File: config.mk
export PLATFORM = sky130hd
export DESIGN_NAME = mem_arbiter
export DESIGN_NICKNAME = d
export VERILOG_FILES = /design/src/rtl/mem_ctrl_pkg.sv /design/src/rtl/rr_arbiter.sv /design/src/rtl/mem_arbiter.sv
export SDC_FILE = /design/constraint.sdc
export NUM_CORES = 1
export LEC_CHECK = 0
export ABC_AREA = 1
export CAP_MARGIN = 20
export CORE_MARGIN = 4
export CORE_UTILIZATION = 44
export DETAILED_ROUTE_END_ITERATION = 8
export PLACE_DENSITY = 0.83
export SYNTH_ARGS = -nofsm -noshare
export SYNTH_HDL_FRONTEND = slang
export SYNTH_SLANG_ARGS = --single-unit
File: constraint.sdc
create_clock -name clk -period 1.86 [get_ports clk]
set_input_delay 0.558 -clock clk [delete_from_list [all_inputs] [get_ports clk]]
set_output_delay 0.558 -clock clk [all_outputs]
set_load 0.1 [all_outputs]
File: src/rtl/mem_ctrl_pkg.sv
// Shared types for the memory arbiter: controller states and the tag that
// follows a read from acceptance to its response strobe.
package mem_ctrl_pkg;
  localparam int MAX_REQ   = 8;
  localparam int REQ_IDX_W = $clog2(MAX_REQ);

  typedef enum logic [0:0] {
    IDLE  = 1'b0,
    CLEAR = 1'b1
  } arb_state_e;

  typedef struct packed {
    logic                 valid;
    logic [REQ_IDX_W-1:0] idx;
  } rsp_tag_t;
endpackage

File: src/rtl/rr_arbiter.sv
// Combinational round-robin pick: the lowest request at or above the pointer
// wins; if there is none, the lowest request overall wins (wrap-around).
module rr_arbiter
  import mem_ctrl_pkg::*;
#(
  parameter int NUM_REQ = 2
) (
  input  logic [NUM_REQ-1:0]   req,
  input  logic [REQ_IDX_W-1:0] ptr,
  output logic [NUM_REQ-1:0]   grant
);
  logic [NUM_REQ-1:0] ptr_onehot;
  logic [NUM_REQ-1:0] upper_mask;
  logic [NUM_REQ-1:0] upper_req;
  logic [NUM_REQ-1:0] pick_from;

  assign ptr_onehot = NUM_REQ'(1) << ptr;
  assign upper_mask = ~(ptr_onehot - NUM_REQ'(1));
  assign upper_req  = req & upper_mask;
  assign pick_from  = (|upper_req) ? upper_req : req;
  // x & -x isolates the lowest set bit
  assign grant      = pick_from & (~pick_from + NUM_REQ'(1));
endmodule

File: src/rtl/mem_arbiter.sv
// Round-robin front end for a single-port, registered-read memory, with a
// built-in sweep that fills every address with CLEAR_VALUE on request.
module mem_arbiter
  import mem_ctrl_pkg::*;
#(
  parameter int                    ADDR_WIDTH  = 8,
  parameter int                    DATA_WIDTH  = 8,
  parameter int                    NUM_REQ     = 2,
  parameter logic [DATA_WIDTH-1:0] CLEAR_VALUE = '0
) (
  input  logic                          clk,
  input  logic                          reset,
  input  logic [NUM_REQ-1:0]            req_valid,
  output logic [NUM_REQ-1:0]            req_ready,
  input  logic [NUM_REQ-1:0]            req_we,
  input  logic [NUM_REQ*ADDR_WIDTH-1:0] req_addr,
  input  logic [NUM_REQ*DATA_WIDTH-1:0] req_wdata,
  output logic [NUM_REQ-1:0]            rsp_valid,
  output logic [DATA_WIDTH-1:0]         rsp_rdata,
  input  logic                          clear_start,
  output logic                          busy,
  output logic                          clear_done,
  output logic [ADDR_WIDTH-1:0]         mem_addr,
  output logic                          mem_wr_en,
  output logic                          mem_rd_en,
  output logic [DATA_WIDTH-1:0]         mem_wdata,
  input  logic [DATA_WIDTH-1:0]         mem_rdata
);
  arb_state_e            state;
  logic [REQ_IDX_W-1:0]  rr_ptr;
  logic [REQ_IDX_W-1:0]  grant_idx;
  logic [REQ_IDX_W-1:0]  next_ptr;
  logic [NUM_REQ-1:0]    arb_grant;
  logic [ADDR_WIDTH-1:0] clr_cnt;
  logic [ADDR_WIDTH-1:0] sel_addr;
  logic [DATA_WIDTH-1:0] sel_wdata;
  logic                  sel_we;
  logic                  accept;
  rsp_tag_t              cmd_tag;
  rsp_tag_t              rsp_tag;

  rr_arbiter #(
    .NUM_REQ(NUM_REQ)
  ) u_rr_arbiter (
    .req  (req_valid),
    .ptr  (rr_ptr),
    .grant(arb_grant)
  );

  assign req_ready = (!reset && state == IDLE && !clear_start) ? arb_grant : '0;
  assign accept    = |req_ready;
  assign next_ptr  = (grant_idx == REQ_IDX_W'(NUM_REQ - 1)) ? '0 : grant_idx + REQ_IDX_W'(1);
  assign rsp_rdata = mem_rdata;

  always_comb begin
    grant_idx = '0;
    sel_addr  = '0;
    sel_wdata = '0;
    sel_we    = 1'b0;
    for (int i = 0; i < NUM_REQ; i++) begin
      if (req_ready[i]) begin
        grant_idx = REQ_IDX_W'(i);
        sel_addr  = req_addr[i*ADDR_WIDTH +: ADDR_WIDTH];
        sel_wdata = req_wdata[i*DATA_WIDTH +: DATA_WIDTH];
        sel_we    = req_we[i];
      end
    end
  end

  always_comb begin
    rsp_valid = '0;
    for (int i = 0; i < NUM_REQ; i++) begin
      rsp_valid[i] = rsp_tag.valid && (rsp_tag.idx == REQ_IDX_W'(i));
    end
  end

  // The tag pair tracks memory latency: cmd_tag rides alongside mem_*, rsp_tag
  // lines up with the registered read data, so reads already issued still
  // answer while the sweep owns the memory port.
  always_ff @(posedge clk) begin
    if (reset) begin
      state      <= IDLE;
      rr_ptr     <= '0;
      clr_cnt    <= '0;
      busy       <= 1'b0;
      clear_done <= 1'b0;
      mem_addr   <= '0;
      mem_wdata  <= '0;
      mem_wr_en  <= 1'b0;
      mem_rd_en  <= 1'b0;
      cmd_tag    <= '0;
      rsp_tag    <= '0;
    end else begin
      clear_done <= 1'b0;
      mem_wr_en  <= 1'b0;
      mem_rd_en  <= 1'b0;
      cmd_tag    <= '0;
      rsp_tag    <= cmd_tag;
      case (state)
        IDLE: begin
          if (clear_start) begin
            state   <= CLEAR;
            busy    <= 1'b1;
            clr_cnt <= '0;
          end else if (accept) begin
            mem_addr      <= sel_addr;
            mem_wdata     <= sel_wdata;
            mem_wr_en     <= sel_we;
            mem_rd_en     <= !sel_we;
            cmd_tag.valid <= !sel_we;
            cmd_tag.idx   <= grant_idx;
            rr_ptr        <= next_ptr;
          end
        end
        CLEAR: begin
          mem_addr  <= clr_cnt;
          mem_wdata <= CLEAR_VALUE;
          mem_wr_en <= 1'b1;
          clr_cnt   <= clr_cnt + ADDR_WIDTH'(1);
          if (clr_cnt == '1) begin
            state      <= IDLE;
            busy       <= 1'b0;
            clear_done <= 1'b1;
          end
        end
        default: state <= IDLE;
      endcase
    end
  end
endmodule

==> impl_metrics.ini <==
[status]
status = completed

[setup_path]
critPathMaxFanout = 3
arrival_ns = 1.24
crit_chain = buf_6 > inv_2 > nand2_2 > nor2_4 > nand2_2 > clkinvlp_4 > buf_12
crit_buf_inv = 4
cp-start-kind = input pin
required_ns = 1.30
cp_slowest_stage_delay_ns = 0.17
cp_slowest_cell = buf_12
critPathKind = input pin to primary output
worstSetupEndpointType = primary output
cpMostUsedCell = nand2_2
cp_top_family = buffers and inverters

[finish]
areaGrowthSynthToFinish_pct = 67.8
final_cells = 368
layout.nets = 367
layout_common_cells = 53 x nand2_1, 34 x clkdlybuf4s50_1, 32 x dfxtp_1
regArea_um2 = 662
fillers = 271
mostFrequentLayoutCell = nand2_1
utilization_pct = 76.7
multi_input_area_um2 = 800
final_cell_area_um2 = 2830
antenna_cells = 0
drive_gt1_share_pct = 22.5

[clocking]
cts_made_buffers = 5
cts.clk_slew.worst_paths_ns = 0.06
root_buffer = clkbuf_8
cts.sinks = 33
cts_buffer_depth = 2
hold_buffers = 0
cts_tree = built
insertion_delay_ns = 0.29
h-tree-depth = 2

[synth]
avgSynthCellArea_um2 = 6.86
synth_top_cell_area_share_pct = 39.2
yosysWarnings = 0
yosysUniqueCellTypes = 23
syn_inst = 246
synthesis.area_um2 = 1690
yosys-top-cells-area = dfxtp_1 39%, nand2_1 12%, inv_1 7.1%
syn-num-nets = 294
ys_seq_area_share_pct = 39.2
synth_top_area_cell = dfxtp_1
ys_ff_latch = 33

[global_routing]
overflow = 0
grt_pass1_vias = 1809
grt_max_degree = 23
grt_pass1_wl_mm = 8.57
grtUsageTotal_pct = 21.7
antenna_found_initial = 0

[detailed_routing]
drc = 0
antenna_left = 0
first_pass_iters = 4
drt_iter0_markers = 122
wirelength_mm = 5.20
wire_per_inst_um = 14.1
routed_via_density = 5.16
vias = 1898

[floorplanning]
fp-row-count = 22
core_um2 = 3690
die_h_um = 69.9
dieArea_um2 = 4890
initial_core_util_pct = 45.7
die_w_um = 69.9
io_pins = 79

[timing]
period_needed_ns = 1.79
setup_viol = 0
rsz0062_at_grt = no
tightest_slew_ns = 0.332
period_share_pct = 96.4
finalMaxSlewViolations = 0
fmax_mhz = 558
max-slew-margin-rel_pct = 77.7
hold_viol = 0
finClkSkew_ns = 0.00595

[power]
vdd_drop_max_uv = 663
power_density_nw_per_um2 = 696
p_leak_nw = 1.24

[placement]
dpl-instance-area_um2 = 2690
dp_hpwl_mm = 3.85
place_congestion = 0.831
post-place-cells = 358
portBuffers = 62

[flow_run]
drv_cap = 0

[worst_hold_path]
hold_class = flop to flop
-- metal layers --
metal / track usage, % / wire [µm] / part of all wire, % / vias to the layer above
li1: - / - / - / 935
met1: 25.3 / 2020 / 39 / 888
met2: 38.9 / 2790 / 54 / 64
met3: 5.90 / 315 / 6.1 / 11
met4: 5.53 / 75 / 1.4 / 0
met5: 0 / 0 / 0 / -
-- path summary, 6_finish.rpt --
path                           startpoint               endpoint  slack (ns)  cells after the start
setup / recovery                    reset           req_ready[1]        0.07                      7
hold / removal      cmd_tag[0]$_SDFF_PP0_  rsp_tag[0]$_SDFF_PP0_        0.41                      2
setup reg to reg  clr_cnt[0]$_SDFFE_PP0P_      busy$_SDFFE_PP0P_        0.39                      6
hold reg to reg     cmd_tag[0]$_SDFF_PP0_  rsp_tag[0]$_SDFF_PP0_        0.41                      2
-- flip-flops by register name (all words and copies together) (netlist names) --
signal / flops
rsp_tag: 2
mem_addr: 8
state: 1
cmd_tag: 2
busy: 1
mem_wr_en: 1
clear_done: 1
mem_wdata: 8
clr_cnt: 8
rr_ptr: 1
-- power breakdown --
part	internal, W	switching (W)	total (W)
clock network	0.000437	0.000260	0.000697
logic	0.000220	0.000292	0.000512
registers	0.000734	0.0000272	0.000761
total	0.00139	0.000580	0.00197
-- cells in the mapped netlist, drive strengths merged --
master,count
a32o,1
inv,33
a21boi,1
nor2,31
nand3,24
a21oi,20
and3,1
nand2,56
nor3,2
clkbuf,6
a211oi,3
ha,1
o31ai,2
buf,14
dfxtp,33
nand4,17
o21ai,1
-- metrics by stage --
| step | setup slack, ns | TNS (ns) | hold slack (ns) | power [W] |
|---|---|---|---|---|
| CTS | 0.0000910 | 0 | 0.416 | 0.00198 |
| global placement | -0.354 | -4.32 | 0.391 | 0.00127 |
| global route | 0.0199 | 0 | 0.431 | 0.00204 |
| floorplan | 0.0102 | 0 | 0.388 | 0.00111 |
| finish | 0.0668 | 0 | 0.414 | 0.00197 |
| detailed placement | -0.398 | -4.90 | 0.397 | 0.00128 |
-- cell type report --
class	count	area share, %
well taps	48	2.12
flip-flops and latches	33	23.4
clock buffers	7	3.05
multi-input cells	160	28.2
clock inverters	1	1.06
inverters	33	4.51
repair buffers	86	37.6
-- logic make-up after synthesis --
logic type / count (synthesis) / share of synthesized area (%)
buffers and inverters: 53 / 15.3
and+or+nand+nor: 131 / 35.3
AOI/OAI and AO/OA: 28 / 9.50
adders and majority gates: 1 / 0.742
DFF: 33 / 39.2
-- worst min-delay path: stages (launching register included) --
cell and delay (ns):
dfxtp_1 0.30, inv_1 0.04, nor2_1 0.03
-- timing repair --
item / 4_1_cts / 5_1_grt
pin swaps: 7 / 5
setup buffers: 2 / 0
resized for setup: 19 / 5
endpoints found under the setup margin: 2 / 2
endpoints found under the hold margin: 0 / 0
No activity file was read; power rests on OpenSTA's default activity.
